**src/rtl/mem_port_arbiter.sv**
```systemverilog
// Arbiter that shares one unified memory port between fetch and data access.
// One access in flight at a time; data has priority, bounded by a starvation counter.
module mem_port_arbiter #(
    parameter int ADDR_W     = 32,
    parameter int DATA_W     = 32,
    parameter int STARVE_MAX = 4
) (
    input  logic                CLK,
    input  logic                RSTN,
    input  logic                IF_REQ,
    input  logic [ADDR_W-1:0]   IF_ADDR,
    output logic [DATA_W-1:0]   IF_RDATA,
    output logic                IF_VALID,
    input  logic                DM_REQ,
    input  logic                DM_WE,
    input  logic [ADDR_W-1:0]   DM_ADDR,
    input  logic [DATA_W-1:0]   DM_WDATA,
    input  logic [DATA_W/8-1:0] DM_BE,
    output logic [DATA_W-1:0]   DM_RDATA,
    output logic                DM_VALID,
    output logic                MEM_REQ,
    output logic                MEM_WE,
    output logic [ADDR_W-1:0]   MEM_ADDR,
    output logic [DATA_W-1:0]   MEM_WDATA,
    output logic [DATA_W/8-1:0] MEM_BE,
    input  logic                MEM_ACK,
    input  logic [DATA_W-1:0]   MEM_RDATA,
    output logic                BUSY
);

    localparam int BE_W  = DATA_W / 8;
    localparam int CNT_W = $clog2(STARVE_MAX + 1);
    localparam logic [CNT_W-1:0] CNT_MAX = CNT_W'(STARVE_MAX);

    typedef enum logic [1:0] {
        IDLE,
        IF_BUSY,
        DM_BUSY
    } state_t;

    state_t            state_q;
    state_t            state_d;
    logic [CNT_W-1:0]  cnt_q;
    logic [CNT_W-1:0]  cnt_d;

    logic              mem_req_d;
    logic              mem_we_d;
    logic [ADDR_W-1:0] mem_addr_d;
    logic [DATA_W-1:0] mem_wdata_d;
    logic [BE_W-1:0]   mem_be_d;
    logic              if_valid_d;
    logic              dm_valid_d;
    logic [DATA_W-1:0] if_rdata_d;
    logic [DATA_W-1:0] dm_rdata_d;
    logic              busy_d;

    logic              starved;
    logic              grant_dm;
    logic              grant_if;

    // Fetch only wins a contested slot once data has had STARVE_MAX turns.
    assign starved  = IF_REQ && (cnt_q == CNT_MAX);
    assign grant_dm = DM_REQ && !starved;
    assign grant_if = IF_REQ && !grant_dm;

    always_comb begin
        state_d     = state_q;
        cnt_d       = cnt_q;
        mem_req_d   = MEM_REQ;
        mem_we_d    = MEM_WE;
        mem_addr_d  = MEM_ADDR;
        mem_wdata_d = MEM_WDATA;
        mem_be_d    = MEM_BE;
        if_valid_d  = 1'b0;
        dm_valid_d  = 1'b0;
        if_rdata_d  = IF_RDATA;
        dm_rdata_d  = DM_RDATA;

        unique case (state_q)
            IDLE: begin
                if (grant_dm) begin
                    state_d     = DM_BUSY;
                    mem_req_d   = 1'b1;
                    mem_we_d    = DM_WE;
                    mem_addr_d  = DM_ADDR;
                    mem_wdata_d = DM_WDATA;
                    mem_be_d    = DM_BE;
                    if (IF_REQ && (cnt_q != CNT_MAX)) begin
                        cnt_d = cnt_q + CNT_W'(1);
                    end
                end else if (grant_if) begin
                    state_d     = IF_BUSY;
                    mem_req_d   = 1'b1;
                    mem_we_d    = 1'b0;
                    mem_addr_d  = IF_ADDR;
                    mem_wdata_d = '0;
                    mem_be_d    = '1;
                    cnt_d       = '0;
                end
            end
            IF_BUSY, DM_BUSY: begin
                if (MEM_ACK) begin
                    state_d     = IDLE;
                    mem_req_d   = 1'b0;
                    mem_we_d    = 1'b0;
                    mem_addr_d  = '0;
                    mem_wdata_d = '0;
                    mem_be_d    = '0;
                    if (state_q == IF_BUSY) begin
                        if_valid_d = 1'b1;
                        if_rdata_d = MEM_RDATA;
                    end else begin
                        dm_valid_d = 1'b1;
                        if (!MEM_WE) begin
                            dm_rdata_d = MEM_RDATA;
                        end
                    end
                end
            end
            default: begin
                state_d   = IDLE;
                mem_req_d = 1'b0;
            end
        endcase

        busy_d = (state_d != IDLE);
    end

    always_ff @(posedge CLK or negedge RSTN) begin
        if (!RSTN) begin
            state_q   <= IDLE;
            cnt_q     <= '0;
            MEM_REQ   <= 1'b0;
            MEM_WE    <= 1'b0;
            MEM_ADDR  <= '0;
            MEM_WDATA <= '0;
            MEM_BE    <= '0;
            IF_VALID  <= 1'b0;
            DM_VALID  <= 1'b0;
            IF_RDATA  <= '0;
            DM_RDATA  <= '0;
            BUSY      <= 1'b0;
        end else begin
            state_q   <= state_d;
            cnt_q     <= cnt_d;
            MEM_REQ   <= mem_req_d;
            MEM_WE    <= mem_we_d;
            MEM_ADDR  <= mem_addr_d;
            MEM_WDATA <= mem_wdata_d;
            MEM_BE    <= mem_be_d;
            IF_VALID  <= if_valid_d;
            DM_VALID  <= dm_valid_d;
            IF_RDATA  <= if_rdata_d;
            DM_RDATA  <= dm_rdata_d;
            BUSY      <= busy_d;
        end
    end

endmodule

```
**config.mk**
```make
export PLATFORM = sky130hd
export DESIGN_NAME = mem_port_arbiter
export DESIGN_NICKNAME = d
export VERILOG_FILES = /design/src/rtl/mem_port_arbiter.sv
export SDC_FILE = /design/constraint.sdc
export NUM_CORES = 1
export LEC_CHECK = 0
export ABC_AREA = 1
export BUFFER_PORTS_ARGS = -buffer_cell sky130_fd_sc_hd__buf_2
export CAP_MARGIN = 15
export CORE_MARGIN = 3
export CORE_UTILIZATION = 49
export CTS_BUF_LIST = sky130_fd_sc_hd__clkbuf_4 sky130_fd_sc_hd__clkbuf_8
export CTS_CLUSTER_DIAMETER = 50
export DETAILED_ROUTE_END_ITERATION = 8
export HOLD_SLACK_MARGIN = 0.08
export PLACE_DENSITY = 0.92
export SLEW_MARGIN = 25
export SYNTH_ARGS = -nofsm -noshare
export SYNTH_HDL_FRONTEND = slang
export SYNTH_SLANG_ARGS = --single-unit
```
**constraint.sdc**
```tcl
create_clock -name CLK -period 2.1 [get_ports CLK]
set_input_delay 0.42 -clock CLK [delete_from_list [all_inputs] [get_ports CLK]]
set_output_delay 0.42 -clock CLK [all_outputs]
set_load 0.005 [all_outputs]
```
==> summary.md <==
| Metric | Value |
|---|---|
| WL final | 16420 um |
| Post-CTS setup buffer count | 0 |
| Die ar. | 13670 sq um |
| Final Max Slew Viols | 0 |
| Via density | 5.134 |
| Worst path arrival time | 2250 ps |
| WP data required | 2450 ps |
| Crit path time final | ~1900 ps |
| Compound-Gate Fraction of Synth Area | slightly below 9% |
| Leak | 4.638 nW |
| First-pass GRT wire length | around 26000 um |
| Fmax | 527.0 MHz |
| Largest family of logic cells by synthesized area | simple AND/OR/NAND/NOR gates |
| Avg Inst Size Synth | 8.539 sq um |
| Mean routed wirelength per cell | about 15 um |
| Initial antenna violation count | 0 |
| CTS Sinks | 142 |
| Yosys cell types | 18 |
| Crit start category | flop |
| RSZ-0062 raised after global routing | false |
| Worst Setup Path Type | flop to flop |
| Slowest stage delay, CP | 420 ps |
| Sequential share of the synthesized area | 58.95% |
| Clk_lat worst skew | between 400 and 500 ps |
| Layout cell share with drive strength beyond 1 | 33.54% |
| Post-Syn Instances | 706 |
| Placeable Area | 11710 sq um |
| Synth Area in Adders | 1.038% |
| Mux share of post-synthesis cell area | 0% |
| Die Height | 116.9 um |
| Hold Path Class | input pin to flop |
| Slew @ Worst Pin | 448.3 ps |
| CTS Buf Count | 17 |
| Final setup violation count | 0 |
| CTS tree | built |
| Status | complete, no violations |
| Vias | 5776 |
| Synth Area in XOR/XNOR | less than 1% |
| IO Pins | approximately 280 |
| DR pass1 iterations | 5 |
| Post-Syn Area | around 6000 sq um |
| Max Clock Skew | roughly 12 ps |
| Post-synth top area share | approximately three fifths |
| FP Rows | 39 |
| Routability cong. | roughly 0.8 |
| Setup tns final | 0 ps |
| Pwr Total | 11.70 mW |
| DR iter-0 viols | 520 |
| Period utilization | 90.36% |
| Max VDD drop | 0.7490 mV |
| Synth Warn # | 0 |
| Nets | 1111 |
| Final Core Density | 68.91% |
| Clk root buf | clkbuf_8 |
| Simple-Gate Fraction of Synth Area | 24.76% |
| Remaining Overflow, GRT | 0 |
| Die W | 116.9 um |
| Max FO, Critical Path | 32 |
| Routed Antenna Nets | 0 |
| Synth top area cells | dfrtp_1, nand2_1, o21ai_0, nand4_1, nand3_1 |
| Area grow syn2layout | 33.87% |
| Reg clk slew, reported paths | about 80 ps |
| Vias in the first global route | 5360 |
| DRC viols | 0 |
| Port bufs | 274 |
| Slew Limit Headroom | 70.12% |
| PD cells | 1449 nW/um^2 |
| CP most frequent cell | nand2_1 |
| Yosys reg bits | approximately 140 |
| Gr usage total | 23.68% |
| Largest net degree at the start of global routing | 66 |
| Initial Util | 51.47% |
| Fin. Hold Viols | 0 |
| Mapped Nets | 849 |
| CTS Buffer Depth | 2 |
| Htree depth | 4 |
| Worst setup EP type | flop |
| Crit-path slowest cell | dfrtp_1 |
| Detailed placement HPWL | 12030 um |
| Post-synth top area cell | dfrtp_1 |
| Cell Chain, Critical Path | inv_1 -> ha_1 -> nand2_1 -> nand3_4 -> nor2_4 -> buf_12 -> nand2_1 -> nand2_1 |
| Max cap viols | 0 |
timing repair:
item / CTS / global route
gates resized for setup: 0 / 0
hold buffers: 1 / 0
endpoints found under the hold margin: 46 / 0
critical path, delay by kind of cell, from the launching register on:
| kind | cells | cell delay, ps |
|---|---|---|
| fa+ha+maj | 1 | 370 |
| simple gates | 5 | 770 |
| buf+inv | 2 | 250 |
| flops | 1 | 420 |
layer usage:
metal	GRT usage, %	vias up	wire (um)
li1	-	2798	-
met1	29.46	2663	6499
met2	39.86	284	8129
met3	6.118	31	1425
met4	9.021	0	365
met5	0	-	0
path summary, 6_finish.rpt:
kind                          startpoint            to  slack, ps  cells past startpoint
max in group asynchronous           RSTN  DM_RDATA[16]        990                      3
min in group asynchronous           RSTN   DM_RDATA[5]        520                      2
setup / recovery              state_q[0]   MEM_ADDR[7]        200                      8
hold / removal             MEM_RDATA[10]  DM_RDATA[10]        260                      3
hold reg to reg              MEM_ADDR[0]   MEM_ADDR[0]        480                      2
setup reg to reg              state_q[0]   MEM_ADDR[7]        200                      8
synthesized netlist by cell type:
cell type and number:
nor2_1 9, clkbuf_1 24, nand3_1 38, nand2_1 274
o21ai_0 72, buf_2 22, nor2_4 1, nor3_2 1
inv_1 45, o21ai_1 32, buf_1 2, xor2_1 1
nand2_2 1, inv_2 1, nand4_1 34, a21oi_1 2
ha_1 5, dfrtp_1 142
report_power, final:
| part | internal [mW] | switching [mW] | total, mW | leakage (nW) |
|---|---|---|---|---|
| sequential | 3.97 | 0.680 | 4.65 | 1.82 |
| combinational | 1.91 | 2.74 | 4.64 | 2.59 |
| clock | 1.38 | 1.02 | 2.40 | 0.223 |
| total | 7.26 | 4.44 | 11.7 | 4.64 |
sequential cells by signal, summed over array words and instances, names as in the netlist:
register and count:
MEM_BE 4, BUSY 1, MEM_REQ 1, cnt_q 3
DM_VALID 1, MEM_WDATA 32, MEM_WE 1, IF_VALID 1
MEM_ADDR 32, IF_RDATA 32, state_q 2, DM_RDATA 32
metrics by stage:
| step | instance area [sq um] | hold WS, ps | setup WS [ps] | instances |
|---|---|---|---|---|
| floorplan | 6028 | 124.4 | 405.9 | 706 |
| global placement | 7605 | 391.4 | 318.6 | 1091 |
| detailed placement | 7605 | 388.1 | 222.5 | 1091 |
| CTS | 8068 | 224.8 | 196.3 | 1124 |
| global route | 8068 | 237.9 | 46.05 | 1124 |
| finish | 8070 | 256.1 | 202.4 | 1125 |
kinds of logic after synthesis:
group | count (synthesis)
fa+ha+maj | 5
flops | 142
simple gates | 358
compound gates | 106
xor+xnor | 1
buf+inv | 94
cells in the final DEF, fill, tap and decap left out, drive strengths merged:
cell,instances
clkinv,4
dfrtp,142
nor2,10
nand3,38
nor3,1
a21oi,2
xor2,1
buf,290
o21ai,104
diode,1
dlygate4sd3,1
inv,48
ha,5
clkinvlp,2
nand4,34
nand2,275
bufinv,4
clkbuf,20
area by class of cell:
| cell class | count | area [sq um] |
|---|---|---|
| Multi-Input combinational cell | 470 | 2115 |
| Clock buffer | 20 | 269.0 |
| Fill cell | 886 | 3641 |
| Timing Repair Buffer | 291 | 1595 |
| Inverter | 46 | 172.7 |
| Antenna cell | 1 | 2.502 |
| Clock inverter | 12 | 183.9 |
| Tap cell | 143 | 178.9 |
| Sequential cell | 142 | 3553 |
Power figures use the tool's default switching activity.
